$ cat src/rtl/round_sched_cu.sv
// Round-level scheduler: sequences the five permutation stages (theta, rho,
// pi, chi, add_rc) for NUM_ROUNDS rounds over a start/done handshake, and
// drives the round index and the ping-pong buffer select for the datapaths.
module round_sched_cu #(
    parameter int unsigned NUM_ROUNDS = 24
) (
    input  logic       clk,
    input  logic       rst,
    input  logic       start,
    input  logic [4:0] stage_done,
    output logic [4:0] stage_start,
    output logic [4:0] round,
    output logic       buf_sel,
    output logic       busy,
    output logic       done
);

    localparam int unsigned NSTG  = 5;
    localparam int unsigned STG_W = 3;
    localparam int unsigned RND_W = 5;

    localparam logic [STG_W-1:0] LAST_STG = STG_W'(NSTG - 1);
    localparam logic [RND_W-1:0] LAST_RND = RND_W'(NUM_ROUNDS - 1);
    localparam logic [NSTG-1:0]  FIRST_OH = NSTG'(1);

    typedef enum logic [2:0] {
        IDLE    = 3'd0,
        ISSUE   = 3'd1,
        ARM     = 3'd2,
        WAIT    = 3'd3,
        ADVANCE = 3'd4
    } state_t;

    state_t           ps;
    logic [STG_W-1:0] stg;
    logic             act_done;

    // Only the active stage's done flag steers the sequence.
    assign act_done = stage_done[stg];

    // Sequencer with registered Moore outputs, updated alongside the state.
    always_ff @(posedge clk or posedge rst) begin
        if (rst) begin
            ps          <= IDLE;
            stg         <= '0;
            round       <= '0;
            buf_sel     <= 1'b0;
            stage_start <= '0;
            busy        <= 1'b0;
            done        <= 1'b1;
        end else begin
            case (ps)
                IDLE: begin
                    // buf_sel keeps its value so the result stays in bank buf_sel
                    if (start) begin
                        ps          <= ISSUE;
                        stg         <= '0;
                        round       <= '0;
                        stage_start <= FIRST_OH;
                        busy        <= 1'b1;
                        done        <= 1'b0;
                    end
                end
                ISSUE: begin
                    ps          <= ARM;
                    stage_start <= '0;
                end
                ARM: begin
                    // done dropping confirms the stage took the start pulse
                    if (!act_done) begin
                        ps <= WAIT;
                    end
                end
                WAIT: begin
                    if (act_done) begin
                        ps <= ADVANCE;
                    end
                end
                ADVANCE: begin
                    buf_sel <= ~buf_sel;
                    if (stg != LAST_STG) begin
                        ps          <= ISSUE;
                        stg         <= stg + STG_W'(1);
                        stage_start <= FIRST_OH << (stg + STG_W'(1));
                    end else if (round != LAST_RND) begin
                        ps          <= ISSUE;
                        stg         <= '0;
                        round       <= round + RND_W'(1);
                        stage_start <= FIRST_OH;
                    end else begin
                        ps   <= IDLE;
                        busy <= 1'b0;
                        done <= 1'b1;
                    end
                end
                default: begin
                    ps          <= IDLE;
                    stage_start <= '0;
                    busy        <= 1'b0;
                    done        <= 1'b1;
                end
            endcase
        end
    end

endmodule

$ cat config.mk
export PLATFORM = sky130hd
export DESIGN_NAME = round_sched_cu
export DESIGN_NICKNAME = d
export VERILOG_FILES = /design/src/rtl/round_sched_cu.sv
export SDC_FILE = /design/constraint.sdc
export NUM_CORES = 1
export LEC_CHECK = 0
export ABC_AREA = 1
export CAP_MARGIN = 20
export CORE_ASPECT_RATIO = 1.5
export CORE_MARGIN = 2
export CORE_UTILIZATION = 45
export CTS_BUF_LIST = sky130_fd_sc_hd__clkbuf_8
export DETAILED_ROUTE_END_ITERATION = 8
export MAX_ROUTING_LAYER = met4
export PLACE_DENSITY_LB_ADDON = 0.1
export SLEW_MARGIN = 10
export SYNTH_ARGS = -nofsm -noshare
export SYNTH_HDL_FRONTEND = slang
export SYNTH_SLANG_ARGS = --single-unit
$ cat constraint.sdc
create_clock -name clk -period 2.34 [get_ports clk]
set_clock_uncertainty 0.15 [all_clocks]
set_input_delay 0.351 -clock clk [delete_from_list [all_inputs] [get_ports clk]]
set_output_delay 0.351 -clock clk [all_outputs]
set_load 0.005 [all_outputs]
# Word-level counts from Yosys, hierarchy flattened
# Index checks and enable logic that the tools add are counted.
# word_totals
output_inout_bits,13
wordCells,64
in_bits,8
ff_bits,19
# op_classes
shift,1
n_eq_ne,13
n_lt_le_gt_ge,1
mux,28
addsub,2
n_bitwise,3
reduce_logical,9
# ops
operator,count
two-way mux 5 bit,6
two-way mux 3 bit,6
one-hot mux 3 bit (5 select lines),1
one-hot mux 5 bit (3 select lines),1
!= test 2 bit (second input constant),6
one-hot mux 5 bit (2 select lines),1
two-way mux 1 bit,9
AND reduction 3 bit,3
AND reduction 4 bit,2
== test 3 x 2 -> 1 bit (second input constant),2
!= test 3 bit (second input constant),2
one-hot mux 1 bit (3 select lines),2
one-hot mux 3 bit (2 select lines),1
adder 5 x 1 -> 5 bit (second input constant),1
!= test 5 bit (second input constant),1
left shift 1 x 3 -> 5 bit (first input constant),1
< comparator 3 x 4 -> 1 bit (second input constant),1
adder 3 x 1 -> 3 bit (second input constant),1
binary-select mux 1 bit (select 3 bit),1
== test 3 x 1 -> 1 bit (second input constant),1
== test 3 bit (second input constant),1
logical NOT 3 bit,1
inverter 1 bit,3
OR reduction 3 bit,1
2 further kinds,2

# Longest topological paths before layout
# Gate-level depths: netlist (run 1).
# depth
depth_word,4
mapped_depth,10
mapped_depth_nobuf,10

# Least setup slack after synthesis (run 1)
# Ideal clock, no wire load.
# synth_timing
kind,flip-flop to flip-flop
start,reg round[0]
end,reg round[4]
n_path_buf,0
stages_incl_launch_ff,9
arrival_ns,1.327
path_slack_ns,0.745
required_time_ns,2.072
setup_ns,0.118
period_less_slack_ns,1.595
cell_sequence,dfrtp_1 ha_1 nand2_1 nor3_2 nor2_4 o21ai_4 inv_4 nand2_1 o21ai_2
# synth_via
elab_chain_len,4
word_cells_on_any_way,7
cone_classes,add/sub: 1; eq/ne: 2; mux: 3; reduce/logical: 1
# synth_rtl
element,line,rtl
from (decl),12,"output logic [4:0] round,"
from (signal assigned),88,round <= round + RND_W'(1);
adder 5 x 1 -> 5 bit,88,
two-way mux 5 bit,85,end else if (round != LAST_RND) begin
two-way mux 5 bit,81,if (stg != LAST_STG) begin
one-hot mux 5 bit (2 select lines),52,case (ps)
# Several ways; a longest one is shown, not always the timed one. The select of a mux whose other input is x is not followed.
# A chain may end at the register's enable or synchronous reset.

# Final worst setup path (run 1)
# layout_timing
start,reg done
end,out done
# layout_lines
element,line,rtl
from (decl),15,output logic done
from (signal assigned),50,done <= 1'b1;
from (signal assigned),61,done <= 1'b0;
from (signal assigned),93,done <= 1'b1;
# No word-level cell between the ends.

==> impl_results.md, run 1 <==
- Status: finished clean
- Clk buf depth: 2
- Slowest stage delay, CP: 530 ps
- Detailed Route WL: 2.12 mm
- PostCTS Resize Cnt: 0
- Pre-CTS setup slack: 611 ps
- Fill count: 226
- Post-CTS Setup Inserts: 0
- CP Data Required Time: 1840 ps
- GRT overflow: 0
- RSZ-0062 raised after global routing: false
- Sequential cell area: roughly 480 µm²
- Ys Warns: 0
- Final min period: about 1800 ps
- Final setup violation count: 0
- CTS Sinks: 19
- Max-slew violation count: 0
- # nets final: 182
- Post-Syn Instances: 142
- Metal-1 WL: 868 µm
- HP Start: buf_sel$_DFFE_PP0P_
- Cts hold-fix bufs: 0
- First-pass GRT wire length: 3.66 mm
- Syn Area/Cell: 8.01 µm²
- Clk_lat worst skew: 260 ps
- Setup crit start: done$_DFFE_PP1P_
- DR vias: roughly 950
- Pwr dens: 413 nW/µm²
- # placed instances: roughly 190
- DRT Pass-1 Iters: 4
- Hold Path Class: register to register
- #FFs+latches synth: 19
- Top_reg_cell synth: dfrtp_1
- Hold slack: 327 ps
- Most frequent cells after synthesis: nand2_1 (40), inv_1 (22), dfrtp_1 (18)
- Area of the mapped netlist: between 1000 and 1500 µm²
- Post-route setup TNS: 0 ps
- Final worst slack: ~580 ps
- CORE AREA: 2420 µm²
- Post-DP HPWL: about 1.7 mm
- Top Ports: 21
- Crit-path slowest cell: dfstp_2
- Cell Count, Final, Fillers Out: 190
- Avg Vias per Cell: approximately 5.0
- Synth Net Count: between 150 and 200
- Total power: 0.000586 W
- Crit-path max FO: 2
- VDD IR max: 0.228 mV
- Slew of the pin with the lowest slew margin: 715 ps
- Critical Path End Type: primary output
- Die width: 45.1 µm
- H-tree Lvls: 1
- Worst-path clk slew: 80 ps
- Total die area: 2950 µm²
- CP startpoint kind: register
- Layout cells sized above 1: between 10% and 20%
- Kind of critical path: register to primary output
- Drc violations: 0
- Cts bufs inserted: 3
- Met2 WL: 1.12 mm
- Top cells by area, synth: dfrtp_1 (40%), nand2_1 (13%), ha_1 (7.7%)
- CTS tree: yes
- WP data arrival: 1260 ps
- CTS Root Cell: clkbuf_8
- Syn-to-layout area delta: 24.5%
- Multi-input gate area: around 560 µm²
- Reg-to-Reg Start: stg[0]$_DFFE_PP0P_
- Fraction of registers with async set/reset: 100%
- Seq/Total Area, Yosys: about two fifths
- ANT nets after route: 0
- CP Buf/Inv Count: 1
- Hold Fails Final Rpt: 0
- Initial drt markers: 18
- Most frequent cell after synthesis: nand2_1
- Vias in the first global route: 889
- Worst slew margin: 52.3%
- Per-cell routed wire length: approximately 11 µm
- All-layer global routing usage: 17.7%
- Port bufs: 20
- Max Cap Viol: 0
- Uppermost layer routed: met4
- Number of diodes: 0
- Post-synth top area cell: dfrtp_1
- Worst path top cell family by delay: flip-flops
- Synth top area share: roughly two fifths
- Fmax: about 570 MHz
- Leakage: 0.783 nW
- Routed length on met3: about 68 µm
- Effective utilization at floorplan: 47.0%
- CP cell instances: clkdlybuf4s50_1
- Largest net degree at the start of global routing: 20
- Initial antenna violation count: 0
- Post-synth EDFFs: 0
- Crit share post-route: 75.4%
- RePlAce Congestion: between 0.8 and 0.9
- Row cnt: 22
- Die span in y: between 60 and 70 µm
- Yosys cell types: 25
-- layer usage --
metal  global-route usage [%]  vias up
met5                        -        -
met4                     11.4        0
met3                     2.75        4
met2                     28.9       18
met1                     19.1      439
li1                         -      485
-- layout make-up --
cell class	instances	share of cell area, %
multi-input cells	97	39.6
clock inverters	1	0.530
well taps	24	2.12
flip-flops and latches	19	33.7
inverters	26	7.07
clock buffers	3	2.92
repair buffers	20	14.1
-- sequential cells by signal, indices dropped and copies added, names as in the netlist --
signal       cells
buf_sel          1
busy             1
done             1
ps               3
round            5
stage_start      5
stg              3
-- final timing paths --
path                                   endpoint  slack [ps]  cells after the start
min in group asynchronous  round[4]$_DFFE_PP0P_         350                      2
setup / recovery                           done         580                      1
hold reg to reg             buf_sel$_DFFE_PP0P_         330                      1
setup reg to reg             stg[0]$_DFFE_PP0P_         580                      8
max in group asynchronous     ps[0]$_DFFE_PP0P_        1220                      2
hold / removal              buf_sel$_DFFE_PP0P_         330                      1
-- power breakdown --
group	leakage (nW)	switching [W]	internal (W)	total, W
clock	0.0217	0.000116	0.000120	0.000236
sequential	0.204	0	0.000328	0.000328
combinational	0.557	0.00000996	0.0000115	0.0000214
total	0.783	0.000126	0.000460	0.000586
-- per-stage QoR --
stage | cell area (µm²) | util, %
6_report | 1420 | 58.5
5_1_grt | 1420 | 58.5
4_1_cts | 1420 | 58.5
3_5_place_dp | 1370 | 56.5
3_3_place_gp | 1370 | 56.5
2_1_floorplan | 1140 | -
-- logic make-up after synthesis --
logic type	Yosys count	synth area share, %
compound gates	15	8.91
flops	19	41.9
simple gates	71	29.6
fa+ha+maj	7	7.70
xor+xnor	4	3.08
buf+inv	26	8.80
-- placed cells by master (no fill, tap or decap), drive strengths merged --
master and instances:
xnor2 1, clkbuf 3, nor2 14, inv 26
clkinvlp 1, xor2 3, dfstp 1, nand3 7
o211ai 2, nand2 45, nor3 2, a21oi 2
ha 7, dfrtp 18, clkdlybuf4s50 20, a31oi 1
nand4 2, nand3b 1, o21ai 10
Note: power is estimated with default switching activity, not from simulation.
==> run 2, diff against run 1 <==
- clock period: 2.34 -> 1.7 ns (I/O delays scaled with it)
==> run 2 against run 1 <==
- critical path depth increased by 1
- die area unchanged
- sequential share of layout area decreased by 2.1 points
- sequential power increased by 38%
- global-route usage increased by 1.4 points
- core utilization increased by 4.2 points
- register-to-register slack got worse by 500 ps
- clock-buffer cell count unchanged
- routed wire length increased by 13%
- combinational power increased by 49%
- flip-flop and latch count unchanged
- largest cell class unchanged
==> impl_results.md, run 2 (same netlist as run 1, synthesis figures left out) <==
- Leakage: 0.855 nW (was 0.783 nW)
- Detailed Route WL: 2.40 mm (was 2.12 mm)
- Net Sw Frac: 21.9% (was 21.5%)
- ANT nets after route: 0 (unchanged)
- Met2 WL: 1.37 mm (was 1.12 mm)
- CORE AREA: 2420 µm² (unchanged)
- Effective utilization at floorplan: 47.0% (unchanged)
- CTS Sinks: 19 (unchanged)
- Hold slack: 163 ps (was 327 ps)
- WP data arrival: 1270 ps (was 1260 ps)
- Critical Path End Type: primary output (unchanged)
- Clk pwr share: 40.3% (about the same)
- Initial drt markers: 16 (was 18)
- DR vias: 1000 (was 946)
- CP Data Required Time: 1290 ps (was 1840 ps)
- Crit-path max FO: 4 (was 2)
- Drc violations: 0 (unchanged)
- Flop2flop setup slack: 80 ps (was 580 ps)
- First-pass GRT wire length: 4.10 mm (was 3.66 mm)
- Status: finished clean (unchanged)
- Fill count: 215 (was 226)
- Total power: 0.000809 W (was 0.000586 W)
- Crit-path slowest cell: clkdlybuf4s50_1 (was dfstp_2)
- GRT overflow: 0 (unchanged)
- Commonest cells after routing, fill and taps aside: nand2_1 (39), inv_1 (21), clkdlybuf4s50_1 (19) (was nand2_1 (40), inv_1 (22), clkdlybuf4s50_1 (20))
- Die width: 45.1 µm (unchanged)
- Number of diodes: 0 (unchanged)
- Max Cap Viol: 0 (unchanged)
- Cts bufs inserted: 3 (unchanged)
- Worst r2r path cells: 8 (unchanged)
- Slew of the pin with the lowest slew margin: 276 ps (was 715 ps)
- Total die area: 2950 µm² (unchanged)
- Die span in y: 65.6 µm (unchanged)
- Pwr dens: 533 nW/µm² (was 413 nW/µm²)
- Critical R2R Capture: done$_DFFE_PP1P_ (was stg[0]$_DFFE_PP0P_)
- Crit. path cell count: 2 (was 1)
- Post-DP HPWL: 1.89 mm (was 1.73 mm)
- Per-cell routed wire length: 12.1 µm (was 11.1 µm)
- Biggest regs: round (5), stage_start (5) (unchanged)
- Final setup violation count: 0 (unchanged)
- Fmax: ~600 MHz
- Hold Fails Final Rpt: 0 (unchanged)
- CP cell instances: buf_4 -> clkdlybuf4s50_1 (was clkdlybuf4s50_1)
- Comb pwr share: 3.9% (was 3.7%)
- P_int: 0.000632 W (was 0.000460 W)
- Share of power burned in registers: 55.8% (was 56.1%)
- CTS Root Cell: clkbuf_8 (unchanged)
- H-tree Lvls: 1 (unchanged)
- RePlAce Congestion: 0.836 (was 0.825)
- Clk buf depth: 2 (unchanged)
- Post-route setup TNS: 0 ps (unchanged)
- Top Ports: 21 (unchanged)
- Reg-to-Reg Start: round[1]$_DFFE_PP0P_ (was stg[0]$_DFFE_PP0P_)
- Initial antenna violation count: 0 (unchanged)
- CTS tree: yes (unchanged)
- Row cnt: 22 (unchanged)
- Pre-CTS setup slack: 21.7 ps (was 611 ps)
- Worst slew margin: 81.6% (was 52.3%)
- Hold Path Class: input pin to async pin (was register to register)
- Max-slew violation count: 0 (unchanged)
- Layout cells sized above 1: 21.7% (was 13.3%)
- Sw Pwr: 0.000177 W (was 0.000126 W)
- Metal-1 WL: 926 µm (was 868 µm)
- Slowest stage delay, CP: 490 ps (was 530 ps)
- Most common cell after layout, fill and taps aside: nand2_1 (unchanged)
- All-layer global routing usage: 19.1% (was 17.7%)
- Vias in the first global route: 1030 (was 889)
- CP Buf/Inv Count: 2 (was 1)
- Cts hold-fix bufs: 0 (unchanged)
- Worst-path clk slew: 80 ps (about the same)
- Routed length on met3: 53 µm (was 68 µm)
- Final worst slack: 22.1 ps (was 575 ps)
- # nets final: 191 (was 182)
- CP startpoint kind: register (unchanged)
- VDD IR max: 0.421 mV (was 0.228 mV)
- Clk_lat worst skew: 260 ps (about the same)
- Final min period: 1680 ps
- Crit share post-route: 98.7%
- Avg Vias per Cell: 5.03 (was 4.98)
- Kind of critical path: register to primary output (unchanged)
- Syn-to-layout area delta: 33.6% (was 24.5%)
- Port bufs: 20 (unchanged)
- DRT Pass-1 Iters: 4 (unchanged)
- Uppermost layer routed: met4 (unchanged)
- Largest net degree at the start of global routing: 20 (unchanged)
- RSZ-0062 raised after global routing: true (was false)
- Worst path top cell family by delay: buffers and inverters (was flip-flops)
run 2: per-stage QoR:
| stage | cells | utilization (%) | instance area [µm²] |
|---|---|---|---|
| after floorplan | 142 | - | 1140 |
| after global placement | 193 | 58.6 | 1420 |
| after detailed placement | 193 | 58.6 | 1420 |
| after CTS | 197 | 60.5 | 1470 |
| after global routing | 199 | 62.7 | 1520 |
| final | 199 | 62.7 | 1520 |
run 2: cell type report:
type / instances / area [µm²] / area share [%]
Clock buffer: 3 / 41.3 / 2.72
Inverter: 26 / 100 / 6.59
Clock inverter: 1 / 5.00 / 0.329
Timing Repair Buffer: 29 / 270 / 17.8
Tap cell: 24 / 30.0 / 1.98
Sequential cell: 19 / 479 / 31.5
Multi-Input combinational cell: 97 / 593 / 39.0
run 2: worst register-to-register path, stage by stage, from the launching register on:
cell     delay (ps)
dfrtp_1         400
ha_4            180
nand2_4          60
nor3_4          240
nor2_4           70
buf_4           140
nor3_2          180
nor2_1           60
nor2_1           90
run 2: worst max path at each step:
stage	start	to	slack (ps)
floorplan	round[0]$_DFFE_PP0P_	round[4]$_DFFE_PP0P_	110
global placement	round[0]$_DFFE_PP0P_	round[4]$_DFFE_PP0P_	40
detailed placement	round[0]$_DFFE_PP0P_	round[4]$_DFFE_PP0P_	20
CTS	done$_DFFE_PP1P_	done	8
global route	round[1]$_DFFE_PP0P_	round[4]$_DFFE_PP0P_	-40
finish	round[0]$_DFFE_PP0P_	round[0]	20
run 2: what timing repair did:
| action | 4_1_cts | 5_1_grt |
|---|---|---|
| setup buffers | 0 | 2 |
| endpoints found under the setup margin | 0 | 15 |
| resized for setup | 0 | 12 |
run 2: layer usage:
metal | global-route usage, % | up-vias
li1 | - | 502
met1 | 18.8 | 474
met2 | 34.6 | 17
met3 | 2.75 | 7
met4 | 9.56 | 0
met5 | - | -
run 2: power groups by stage:
stage	Combinational, W	Clock, W	Sequential, W
after floorplan	0.0000110	0	0.000461
after global placement	0.0000311	0	0.000461
after detailed placement	0.0000326	0	0.000461
after CTS	0.0000327	0.000331	0.000452
after global routing	0.0000360	0.000354	0.000452
final	0.0000319	0.000326	0.000452
==> run 3, diff against run 2 <==
--- a/config.mk
+++ b/config.mk
@@ -10,3 +10,2 @@
 export CORE_ASPECT_RATIO = 1.5
-export CORE_MARGIN = 2
 export CORE_UTILIZATION = 45
==> constraint.sdc (replaced) <==
create_clock -name clk -period 1.7 [get_ports clk]
set_clock_uncertainty 0.15 [all_clocks]
set_input_delay 0.34 -clock clk [delete_from_list [all_inputs] [get_ports clk]]
set_output_delay 0.34 -clock clk [all_outputs]
set_load 0.005 [all_outputs]
==> run 3 against run 2 <==
- sequential share of layout area down 1.5 points
- critical path depth up 7
- sequential power about the same
- setup slack improved by 24 ps
- routed wire length is 2.5% lower
- cell count up 4.5%
==> impl_results.md, run 3 (same netlist as run 1, synthesis figures left out) <==
- Die span in y: 63.6 µm (was 65.6 µm)
- Biggest regs: round (5), stage_start (5) (unchanged)
- Most common cell after layout, fill and taps aside: nand2_1 (unchanged)
- Total die area: 2740 µm² (was 2950 µm²)
- Worst slew margin: 81.2% (was 81.6%)
- Avg Vias per Cell: 4.88 (was 5.03)
- Layout cells sized above 1: 23.9% (was 21.7%)
- First-pass GRT wire length: 4.29 mm (was 4.10 mm)
- DP Area: 1470 µm² (was 1420 µm²)
- Final setup violation count: 0 (unchanged)
- Reg-to-Reg Start: round[1]$_DFFE_PP0P_ (unchanged)
- Crit share post-route: 97.3% (was 98.7%)
- Cell Count, Final, Fillers Out: 208 (was 199)
- CTS tree: yes (unchanged)
- CP Data Required Time: 1690 ps (was 1290 ps)
- Kind of critical path: register to register (was register to primary output)
- Worst-path clk slew: 70 ps (was 80 ps)
- WP data arrival: 1640 ps (was 1270 ps)
- Initial antenna violation count: 0 (unchanged)
- Top Ports: 21 (unchanged)
- Setup crit start: round[1]$_DFFE_PP0P_ (was round[0]$_DFFE_PP0P_)
- ANT nets after route: 0 (unchanged)
- DR vias: 1015 (was 1000)
- Initial drt markers: 20 (was 16)
- Syn-to-layout area delta: 39.7% (was 33.6%)
- Crit. path cell count: 9 (was 2)
- Per-cell routed wire length: 11.3 µm (was 12.1 µm)
- Hold Path Class: input pin to async pin (unchanged)
- CORE AREA: 2420 µm² (unchanged)
- Slew of the pin with the lowest slew margin: 282 ps (was 276 ps)
- Drc violations: 0 (unchanged)
- Fin area: 1590 µm² (was 1520 µm²)
- VDD IR max: 0.450 mV (was 0.421 mV)
- Commonest cells after routing, fill and taps aside: nand2_1 (38), inv_1 (23), dfrtp_1 (17) (was nand2_1 (39), inv_1 (21), clkdlybuf4s50_1 (19))
- All-layer global routing usage: 20.7% (was 19.1%)
- Max Cap Viol: 0 (unchanged)
- Number of diodes: 0 (unchanged)
- Pwr dens: 497 nW/µm² (was 533 nW/µm²)
- DRT Pass-1 Iters: 4 (unchanged)
- Hold Fails Final Rpt: 0 (unchanged)
- CTS Root Cell: clkbuf_8 (unchanged)
- Slowest stage delay, CP: 360 ps (was 490 ps)
- Cts bufs inserted: 3 (unchanged)
- GRT overflow: 0 (unchanged)
- Final min period: 1650 ps (was 1680 ps)
- CP most frequent cell: nand2_1
- Effective utilization at floorplan: 47.0% (unchanged)
- Worst r2r path cells: 9 (was 8)
- Clk_lat worst skew: 250 ps (was 260 ps)
- Clk buf depth: 2 (unchanged)
- Crit-path max FO: 6 (was 4)
- # nets final: 200 (was 191)
- Fmax: 605 MHz (was 596 MHz)
- CP startpoint kind: register (unchanged)
- Row cnt: 22 (unchanged)
- Critical Path End Type: register (was primary output)
- Crit-path slowest cell: dfrtp_1 (was clkdlybuf4s50_1)
- Max-slew violation count: 0 (unchanged)
- CTS Sinks: 19 (unchanged)
- H-tree Lvls: 1 (unchanged)
- Vias in the first global route: 1077 (was 1030)
- Port bufs: 20 (unchanged)
- Flop2flop setup slack: 50 ps (was 80 ps)
- Fill count: 231 (was 215)
- Detailed Route WL: 2.34 mm (was 2.40 mm)
- Critical R2R Capture: round[3]$_DFFE_PP0P_ (was done$_DFFE_PP1P_)
- Worst path top cell family by delay: simple AND/OR/NAND/NOR gates (was buffers and inverters)
- Die width: 43.1 µm (was 45.1 µm)
- CP Buf/Inv Count: 2 (unchanged)
- Status: finished clean (unchanged)
- Leakage: 0.909 nW (was 0.855 nW)
- RePlAce Congestion: 0.781 (was 0.836)
- CP cell instances: ha_2 -> nand2_4 -> nor3_4 -> buf_6 -> nor2_4 -> o21ai_4 -> inv_4 -> nand2_1 -> nand2_1 (was buf_4 -> clkdlybuf4s50_1)
- # placed instances: 199 (was 193)
- RSZ-0062 raised after global routing: true (unchanged)
- Post-DP HPWL: 1.86 mm (was 1.89 mm)
- Largest net degree at the start of global routing: 20 (unchanged)
## run 3: how the worst max path moves through the flow
stage	end	slack (ps)
after detailed placement	round[0]$_DFFE_PP0P_	60
after global routing	round[4]$_DFFE_PP0P_	-40
after floorplan	round[4]$_DFFE_PP0P_	110
after CTS	round[3]	20
final	round[3]$_DFFE_PP0P_	50
after global placement	round[0]$_DFFE_PP0P_	80
## run 3: metrics by stage
step                      total power, W  util [%]  setup slack (ps)  hold WS [ps]  setup TNS, ps
after floorplan                 0.000472         -               105           140              0
after global placement          0.000491      60.5              81.5           307              0
after detailed placement        0.000493      60.5              56.7           312              0
after CTS                       0.000797      62.8              22.3           259              0
after global routing            0.000818      65.6             -39.0           313          -93.6
final                           0.000789      65.6              45.9           253              0
## run 3: what timing repair did
action                                  in CTS  in global routing
endpoints found under the hold margin        0                  0
endpoints found under the setup margin       5                  9
cloned                                       0                  0
gates resized for setup                      7                  7
hold buffers                                 0                  0
pin swaps                                    0                  5
buffers inserted                             1                  4
## run 3: routing by layer
metal	vias up	share of wire [%]	routed length, µm	global-route usage, %
li1	525	-	-	-
met1	472	38	886	20.9
met2	14	59	1380	38.8
met3	4	1.5	36	2.58
met4	0	1.5	34	8.33
met5	-	0	0	-
## run 3: layout make-up
| class | count | area (µm²) | share of cell area, % |
|---|---|---|---|
| multi-input cells | 97 | 582 | 36.6 |
| flip-flops and latches | 19 | 478 | 30.1 |
| repair buffers | 38 | 354 | 22.3 |
| inverters | 26 | 100 | 6.30 |
| clock buffers | 3 | 41.3 | 2.60 |
| well taps | 24 | 30.0 | 1.89 |
| clock inverters | 1 | 3.75 | 0.236 |
## run 3: report_power, final
group	switching, W	internal, W	total, W
clock	0.000146	0.000160	0.000306
sequential	0	0.000452	0.000452
combinational	0.0000141	0.0000173	0.0000314
## run 3: worst min-delay path: stages
cell and delay [ps]:
clkdlybuf4s50_1 390, inv_1 50, buf_4 260
